## src/rtl/resp_cap_pkg.sv

```systemverilog
// Shared types, default constants and MISR next-state math for the response capture block.
package resp_cap_pkg;

  localparam int unsigned RESP_W = 32;
  localparam int unsigned IDX_W  = $clog2(RESP_W);

  localparam logic [RESP_W-1:0] DEF_POLY = 32'h04C11DB7;
  localparam logic [RESP_W-1:0] DEF_SEED = 32'hFFFFFFFF;

  typedef enum logic [1:0] {StIdle, StRun, StCheck, StDone} state_e;

  // Widths below RESP_W are handled by masking; the top bit of the active width drives feedback.
  function automatic logic [RESP_W-1:0] misr_next(input logic [RESP_W-1:0] sig,
                                                  input logic [RESP_W-1:0] data,
                                                  input logic [RESP_W-1:0] poly,
                                                  input int unsigned w = RESP_W);
    logic [RESP_W-1:0] mask;
    logic [RESP_W-1:0] shifted;
    logic              msb;
    mask    = (w >= RESP_W) ? '1 : ((RESP_W'(1) << w) - RESP_W'(1));
    msb     = sig[IDX_W'(w - 1)];
    shifted = ((sig << 1) & mask) ^ (msb ? poly : '0);
    return (shifted ^ data) & mask;
  endfunction

endpackage

```

## src/rtl/resp_misr_capture_if.sv

```systemverilog
// Response-vector handshake between the circuit-under-test and the capture block.
interface resp_misr_capture_if #(
  parameter int unsigned WIDTH = resp_cap_pkg::RESP_W
);
  logic             in_valid;
  logic             in_ready;
  logic [WIDTH-1:0] in_data;

  modport master (output in_valid, output in_data, input in_ready);
  modport slave  (input in_valid, input in_data, output in_ready);
endinterface

```

## src/rtl/misr_core.sv

```systemverilog
// Multiple-input signature register: loads the seed on request, compacts one vector per step.
module misr_core
  import resp_cap_pkg::*;
#(
  parameter int unsigned      WIDTH = RESP_W,
  parameter logic [WIDTH-1:0] POLY  = DEF_POLY[WIDTH-1:0],
  parameter logic [WIDTH-1:0] SEED  = DEF_SEED[WIDTH-1:0]
) (
  input  logic             clk,
  input  logic             rst,
  input  logic             load,
  input  logic             step,
  input  logic [WIDTH-1:0] data,
  output logic [WIDTH-1:0] sig
);

  logic [RESP_W-1:0] nxt;

  assign nxt = misr_next(RESP_W'(sig), RESP_W'(data), RESP_W'(POLY), WIDTH);

  always_ff @(posedge clk or posedge rst) begin
    if (rst) begin
      sig <= SEED;
    end else if (load) begin
      sig <= SEED;
    end else if (step) begin
      sig <= nxt[WIDTH-1:0];
    end
  end

endmodule

```

## src/rtl/resp_misr_capture.sv

```systemverilog
// Compacts a counted stream of response vectors into a MISR and checks it against a golden value.
module resp_misr_capture
  import resp_cap_pkg::*;
#(
  parameter int unsigned      WIDTH = RESP_W,
  parameter logic [WIDTH-1:0] POLY  = DEF_POLY[WIDTH-1:0],
  parameter logic [WIDTH-1:0] SEED  = DEF_SEED[WIDTH-1:0],
  parameter int unsigned      CNT_W = 16
) (
  input  logic                clk,
  input  logic                rst,
  input  logic                start,
  input  logic                abort,
  input  logic [CNT_W-1:0]    num_vec,
  input  logic [WIDTH-1:0]    golden,
  resp_misr_capture_if.slave  bus,
  output logic                busy,
  output logic                done,
  output logic                pass,
  output logic [WIDTH-1:0]    signature,
  output logic [CNT_W-1:0]    vec_count
);

  state_e           state_q;
  logic [CNT_W-1:0] cnt_q;
  logic [CNT_W-1:0] num_q;
  logic             in_ready_q;
  logic             busy_q;
  logic             done_q;
  logic             pass_q;

  logic xfer;
  logic launch;
  logic last;

  assign xfer   = bus.in_valid & in_ready_q & ~abort;
  assign launch = start & ~abort & ((state_q == StIdle) | (state_q == StDone));
  assign last   = (cnt_q == num_q - CNT_W'(1));

  misr_core #(
    .WIDTH (WIDTH),
    .POLY  (POLY),
    .SEED  (SEED)
  ) u_misr (
    .clk  (clk),
    .rst  (rst),
    .load (launch),
    .step (xfer),
    .data (bus.in_data),
    .sig  (signature)
  );

  always_ff @(posedge clk or posedge rst) begin
    if (rst) begin
      state_q    <= StIdle;
      cnt_q      <= '0;
      num_q      <= '0;
      in_ready_q <= 1'b0;
      busy_q     <= 1'b0;
      done_q     <= 1'b0;
      pass_q     <= 1'b0;
    end else if (abort) begin
      // Signature and count are left untouched for post-mortem inspection.
      state_q    <= StIdle;
      in_ready_q <= 1'b0;
      busy_q     <= 1'b0;
      done_q     <= 1'b0;
      pass_q     <= 1'b0;
    end else begin
      unique case (state_q)
        StIdle, StDone: begin
          if (start) begin
            cnt_q  <= '0;
            busy_q <= 1'b1;
            done_q <= 1'b0;
            pass_q <= 1'b0;
            if (num_vec != '0) begin
              num_q      <= num_vec;
              in_ready_q <= 1'b1;
              state_q    <= StRun;
            end else begin
              in_ready_q <= 1'b0;
              state_q    <= StCheck;
            end
          end
        end
        StRun: begin
          if (xfer) begin
            cnt_q <= cnt_q + CNT_W'(1);
            if (last) begin
              in_ready_q <= 1'b0;
              state_q    <= StCheck;
            end
          end
        end
        StCheck: begin
          pass_q  <= (signature == golden);
          done_q  <= 1'b1;
          busy_q  <= 1'b0;
          state_q <= StDone;
        end
        default: state_q <= StIdle;
      endcase
    end
  end

  assign bus.in_ready = in_ready_q;
  assign busy         = busy_q;
  assign done         = done_q;
  assign pass         = pass_q;
  assign vec_count    = cnt_q;

endmodule

```

## src/flat_wrapper.sv

```systemverilog
// flat-port wrapper written by rule: the top's interface ports become plain ports
module resp_misr_capture_flat import resp_cap_pkg::*;
#(
  parameter int unsigned      WIDTH = RESP_W,
  parameter logic [WIDTH-1:0] POLY  = DEF_POLY[WIDTH-1:0],
  parameter logic [WIDTH-1:0] SEED  = DEF_SEED[WIDTH-1:0],
  parameter int unsigned      CNT_W = 16
)
  (clk, rst, start, abort, num_vec, golden, busy, done, pass, signature, vec_count, bus_in_valid, bus_in_data, bus_in_ready);
  resp_misr_capture_if #(.WIDTH(WIDTH)) bus_i ();
  input  logic clk;
  input  logic rst;
  input  logic start;
  input  logic abort;
  input  logic [CNT_W-1:0] num_vec;
  input  logic [WIDTH-1:0] golden;
  output logic busy;
  output logic done;
  output logic pass;
  output logic [WIDTH-1:0] signature;
  output logic [CNT_W-1:0] vec_count;
  input wire logic [$bits(bus_i.in_valid)-1:0] bus_in_valid;
  input wire logic [$bits(bus_i.in_data)-1:0] bus_in_data;
  output wire logic [$bits(bus_i.in_ready)-1:0] bus_in_ready;
  assign bus_i.in_valid = bus_in_valid;
  assign bus_i.in_data = bus_in_data;
  assign bus_in_ready = bus_i.in_ready;
  resp_misr_capture #(.WIDTH(WIDTH), .POLY(POLY), .SEED(SEED), .CNT_W(CNT_W)) u_core (.clk(clk), .rst(rst), .start(start), .abort(abort), .num_vec(num_vec), .golden(golden), .bus(bus_i), .busy(busy), .done(done), .pass(pass), .signature(signature), .vec_count(vec_count));
endmodule
```

## config.mk

```make
export PLATFORM = sky130hd
export DESIGN_NAME = resp_misr_capture_flat
export DESIGN_NICKNAME = d
export VERILOG_FILES = /design/src/rtl/resp_cap_pkg.sv /design/src/rtl/resp_misr_capture_if.sv /design/src/rtl/misr_core.sv /design/src/rtl/resp_misr_capture.sv /design/src/flat_wrapper.sv
export SDC_FILE = /design/constraint.sdc
export NUM_CORES = 1
export LEC_CHECK = 0
export ABC_AREA = 1
export BUFFER_PORTS_ARGS = -buffer_cell sky130_fd_sc_hd__buf_2
export CAP_MARGIN = 20
export CELL_PAD_IN_SITES_DETAIL_PLACEMENT = 1
export CELL_PAD_IN_SITES_GLOBAL_PLACEMENT = 2
export CORE_MARGIN = 4
export CORE_UTILIZATION = 31
export CTS_CLUSTER_DIAMETER = 150
export DETAILED_ROUTE_END_ITERATION = 7
export PLACE_DENSITY = 0.88
export SETUP_SLACK_MARGIN = 0.15
export SYNTH_ARGS = -nofsm -noshare
export SYNTH_HDL_FRONTEND = slang
export SYNTH_HIERARCHICAL = 1
export SYNTH_SLANG_ARGS = --single-unit
export TNS_END_PERCENT = 10
```

## constraint.sdc

```tcl
create_clock -name clk -period 3.6 [get_ports clk]
set_clock_uncertainty 0.15 [all_clocks]
set_input_delay 0.72 -clock clk [delete_from_list [all_inputs] [get_ports clk]]
set_output_delay 0.72 -clock clk [all_outputs]
set_load 0.1 [all_outputs]
```

==> reports/metrics.cfg <==
[power_and_ir_drop]
pwr_density_cell_nw_per_um2=1020
p_leak_uw=0.00307
irDropWorstVdd_uv=698
power.total_uw=6110

[sta]
hold_viol_final=0
fin_crit_sh_pct=73.1
rsz0062_at_grt=no
slew_headroom_pct=53.7
setup_violations=0
tns_ns=0
period_needed_ns=2.63
hold_ws_ns=0.319
worst_pin_slew_ns=0.688
slew_viol_final=0
max_freq_ghz=0.380

[clock_network]
htree_num_levels=3
numCtsBuffers=9
hold_buffers=0
clock_latency_ns=0.34
clk_pin_slew_worst_paths_ns=0.06
clk_path_buf_depth=2
cts-root-buf=clkbuf_16
cts_tree=built
post_cts_buffers=0
cts_resized=0
cts.sinks=70

[synth]
synthCells=661
yosys.area.top_type=dfrtp_1
yosysWarnings=6
post_synth_xor_area_fraction_pct=9.98
synthMuxAreaShare_pct=0
synthAdderAreaFrac_pct=1.04
synth_ff_type=dfrtp_1
synth_seq_cells=70
async_flop_share_pct=100
synth_compound_area_share_pct=9.15
synth_area_um2=4830
synth_cell_types=45
synth_top_family_by_area=simple AND/OR/NAND/NOR gates
synthSimpleGateAreaFrac_pct=30.7
synth_area_leaders=dfrtp_1 (20%), dfstp_2 (17%), nand2_1 (13%)
yosys.area.top_type_share_pct=19.7
syn_nets=750
synth_edf_count=0
synth-seq-area-share_pct=37.1
syn_avg_cell_area_um2=7.30

[setup_path]
slowest_delay_ns=0.46
worst_ep_arrival_time_ns=2.76
cp_common_cell=nand2_1
crit_slowest_cell=nor4_1
critPathLaunchType=flop
path_cells=inv_1 -> ha_1 -> a21oi_2 -> nand2_1 -> nor3_1 -> nand3_1 -> nor4_1 -> nand4_1 -> nand2_1
cp.required_ns=3.73
crit_type=flop to flop
cp_max_fo=6
end_kind=flop

[placement]
placed_area_um2=5700
dp_hpwl_um=12400
io_buffers=136
place.gp.congestion=0.836

[die]
core_um2=15300
die_x_um=133
die_height_um=133
ios=137
start_util_pct=31.6
fp-row-count=45
die-area_um2=17600

[final_layout]
final_area_um2=6000
final_nets=889
drive_above_1_share_pct=29.9
multi_input_area_um2=2460
syn_to_final_growth_pct=24.3
seqCellArea_um2=1790
finish.utilization_pct=39.3
nFillCells=1935

[run]
drv_cap=0

[route]
drt_iter0_markers=102
wirelength_um=15700
vias=4795
dr.pass1.iters=4
drc=0
ant_nets=0
wire_per_inst_um=15.4
vias_per_cell=4.71

[grt]
antenna_found_initial=2
grt_overflow_total=0
track_usage_pct=18.4
grt_pass1_wl_um=26200
grt_pass1_vias=5318
grt_start_max_net_pins=39

[min_path]
hold_class=flop to flop

[outcome]
status=finished, final reports clean

-- layer usage --
layer | part of all wire [%] | routed length, µm | global-route usage [%] | vias to the layer above
li1 | - | - | - | 2356
met1 | 42 | 6630 | 21.3 | 2283
met2 | 49 | 7670 | 32.2 | 122
met3 | 5.8 | 905 | 4.60 | 30
met4 | 2.7 | 425 | 7.97 | 4
met5 | 0.21 | 33 | 0 | -
-- final cells by class --
class                           count  area share [%]
Multi-Input combinational cell    455            41.0
Sequential cell                    70            29.9
Timing Repair Buffer              139            11.7
Inverter                          125            7.94
Tap cell                          211            4.40
Clock buffer                       12            4.27
Clock inverter                      4           0.750
Antenna cell                        1          0.0417
-- per-stage QoR --
step | setup WS, ns | instances
finish | 0.969 | 1017
global route | 0.860 | 1016
CTS | 0.908 | 1016
detailed placement | 0.857 | 1000
global placement | 0.865 | 1000
floorplan | 1.18 | 661
-- cell families (layout without fill, tap and decap cells) --
kind of cell,count (synthesis),in the layout
flip-flops,70,70
XOR/XNOR,55,55
other,0,1
AO/OA/AOI/OAI,76,76
adder cells (fa/ha/maj),4,4
buffers and inverters,136,280
AND/OR/NAND/NOR,320,320
-- where the power goes --
| part | switching, µW | internal, µW | total (µW) |
|---|---|---|---|
| clock | 349 | 571 | 920 |
| sequential | 445 | 1220 | 1660 |
| combinational | 2680 | 842 | 3520 |
| total | 3480 | 2630 | 6110 |
-- state kept, by name (all words and copies together), names as in the netlist --
| name | cells |
|---|---|
| u_core/busy | 1 |
| u_core/pass | 1 |
| u_core/state_q | 2 |
| u_core/bus.in_ready | 1 |
| u_core/vec_count | 16 |
| u_core/done | 1 |
| u_core/u_misr/sig | 32 |
| u_core/num_q | 16 |
-- layout by cell type (no fill, tap or decap), drive strengths merged, types with 3 or more instances in the layout --
master / instances
nor4: 8
nand2: 191
inv: 125
o21ai: 36
ha: 4
nand3: 43
dfstp: 32
nor3: 11
o22ai: 19
nor2: 43
nand3b: 5
xnor2: 19
xor2: 36
clkinv: 3
clkbuf: 12
or2: 9
buf: 139
dfrtp: 38
nand4: 9
a21oi: 15
-- worst paths after layout --
path | from | end | slack [ns] | cells after the start
worst max-delay path | u_core/state_q[0]$_DFFE_PP0P_ | u_core/pass$_DFFE_PP0P_ | 0.97 | 9
worst min-delay path | u_core/done$_DFFE_PP0P_ | u_core/done$_DFFE_PP0P_ | 0.32 | 2
worst max register to register | u_core/state_q[0]$_DFFE_PP0P_ | u_core/pass$_DFFE_PP0P_ | 0.97 | 9
worst min register to register | u_core/done$_DFFE_PP0P_ | u_core/done$_DFFE_PP0P_ | 0.32 | 2
max in group asynchronous | rst | u_core/num_q[10]$_DFFE_PP0P_ | 2.56 | 3
min in group asynchronous | rst | u_core/done$_DFFE_PP0P_ | 0.36 | 3
-- Yosys cell counts, types with 8 or more instances --
library cell  number
nor2_1            35
inv_1            116
nand4_1            8
nand2_1          173
o22ai_1           18
nand2_2           15
xor2_1            36
or2_2              9
a21oi_1           14
dfstp_2           32
xnor2_1           19
nor3_1             9
dfrtp_1           38
o21ai_0           35
nand3_1           42
-- critical path: cells and delay by family, from the launching register on --
| kind | cells | cell delay, ns |
|---|---|---|
| compound gates | 1 | 0.25 |
| simple gates | 6 | 1.33 |
| flops | 1 | 0.38 |
| fa+ha+maj | 1 | 0.40 |
| buf+inv | 1 | 0.06 |
Note: power is estimated with default switching activity, not from simulation.
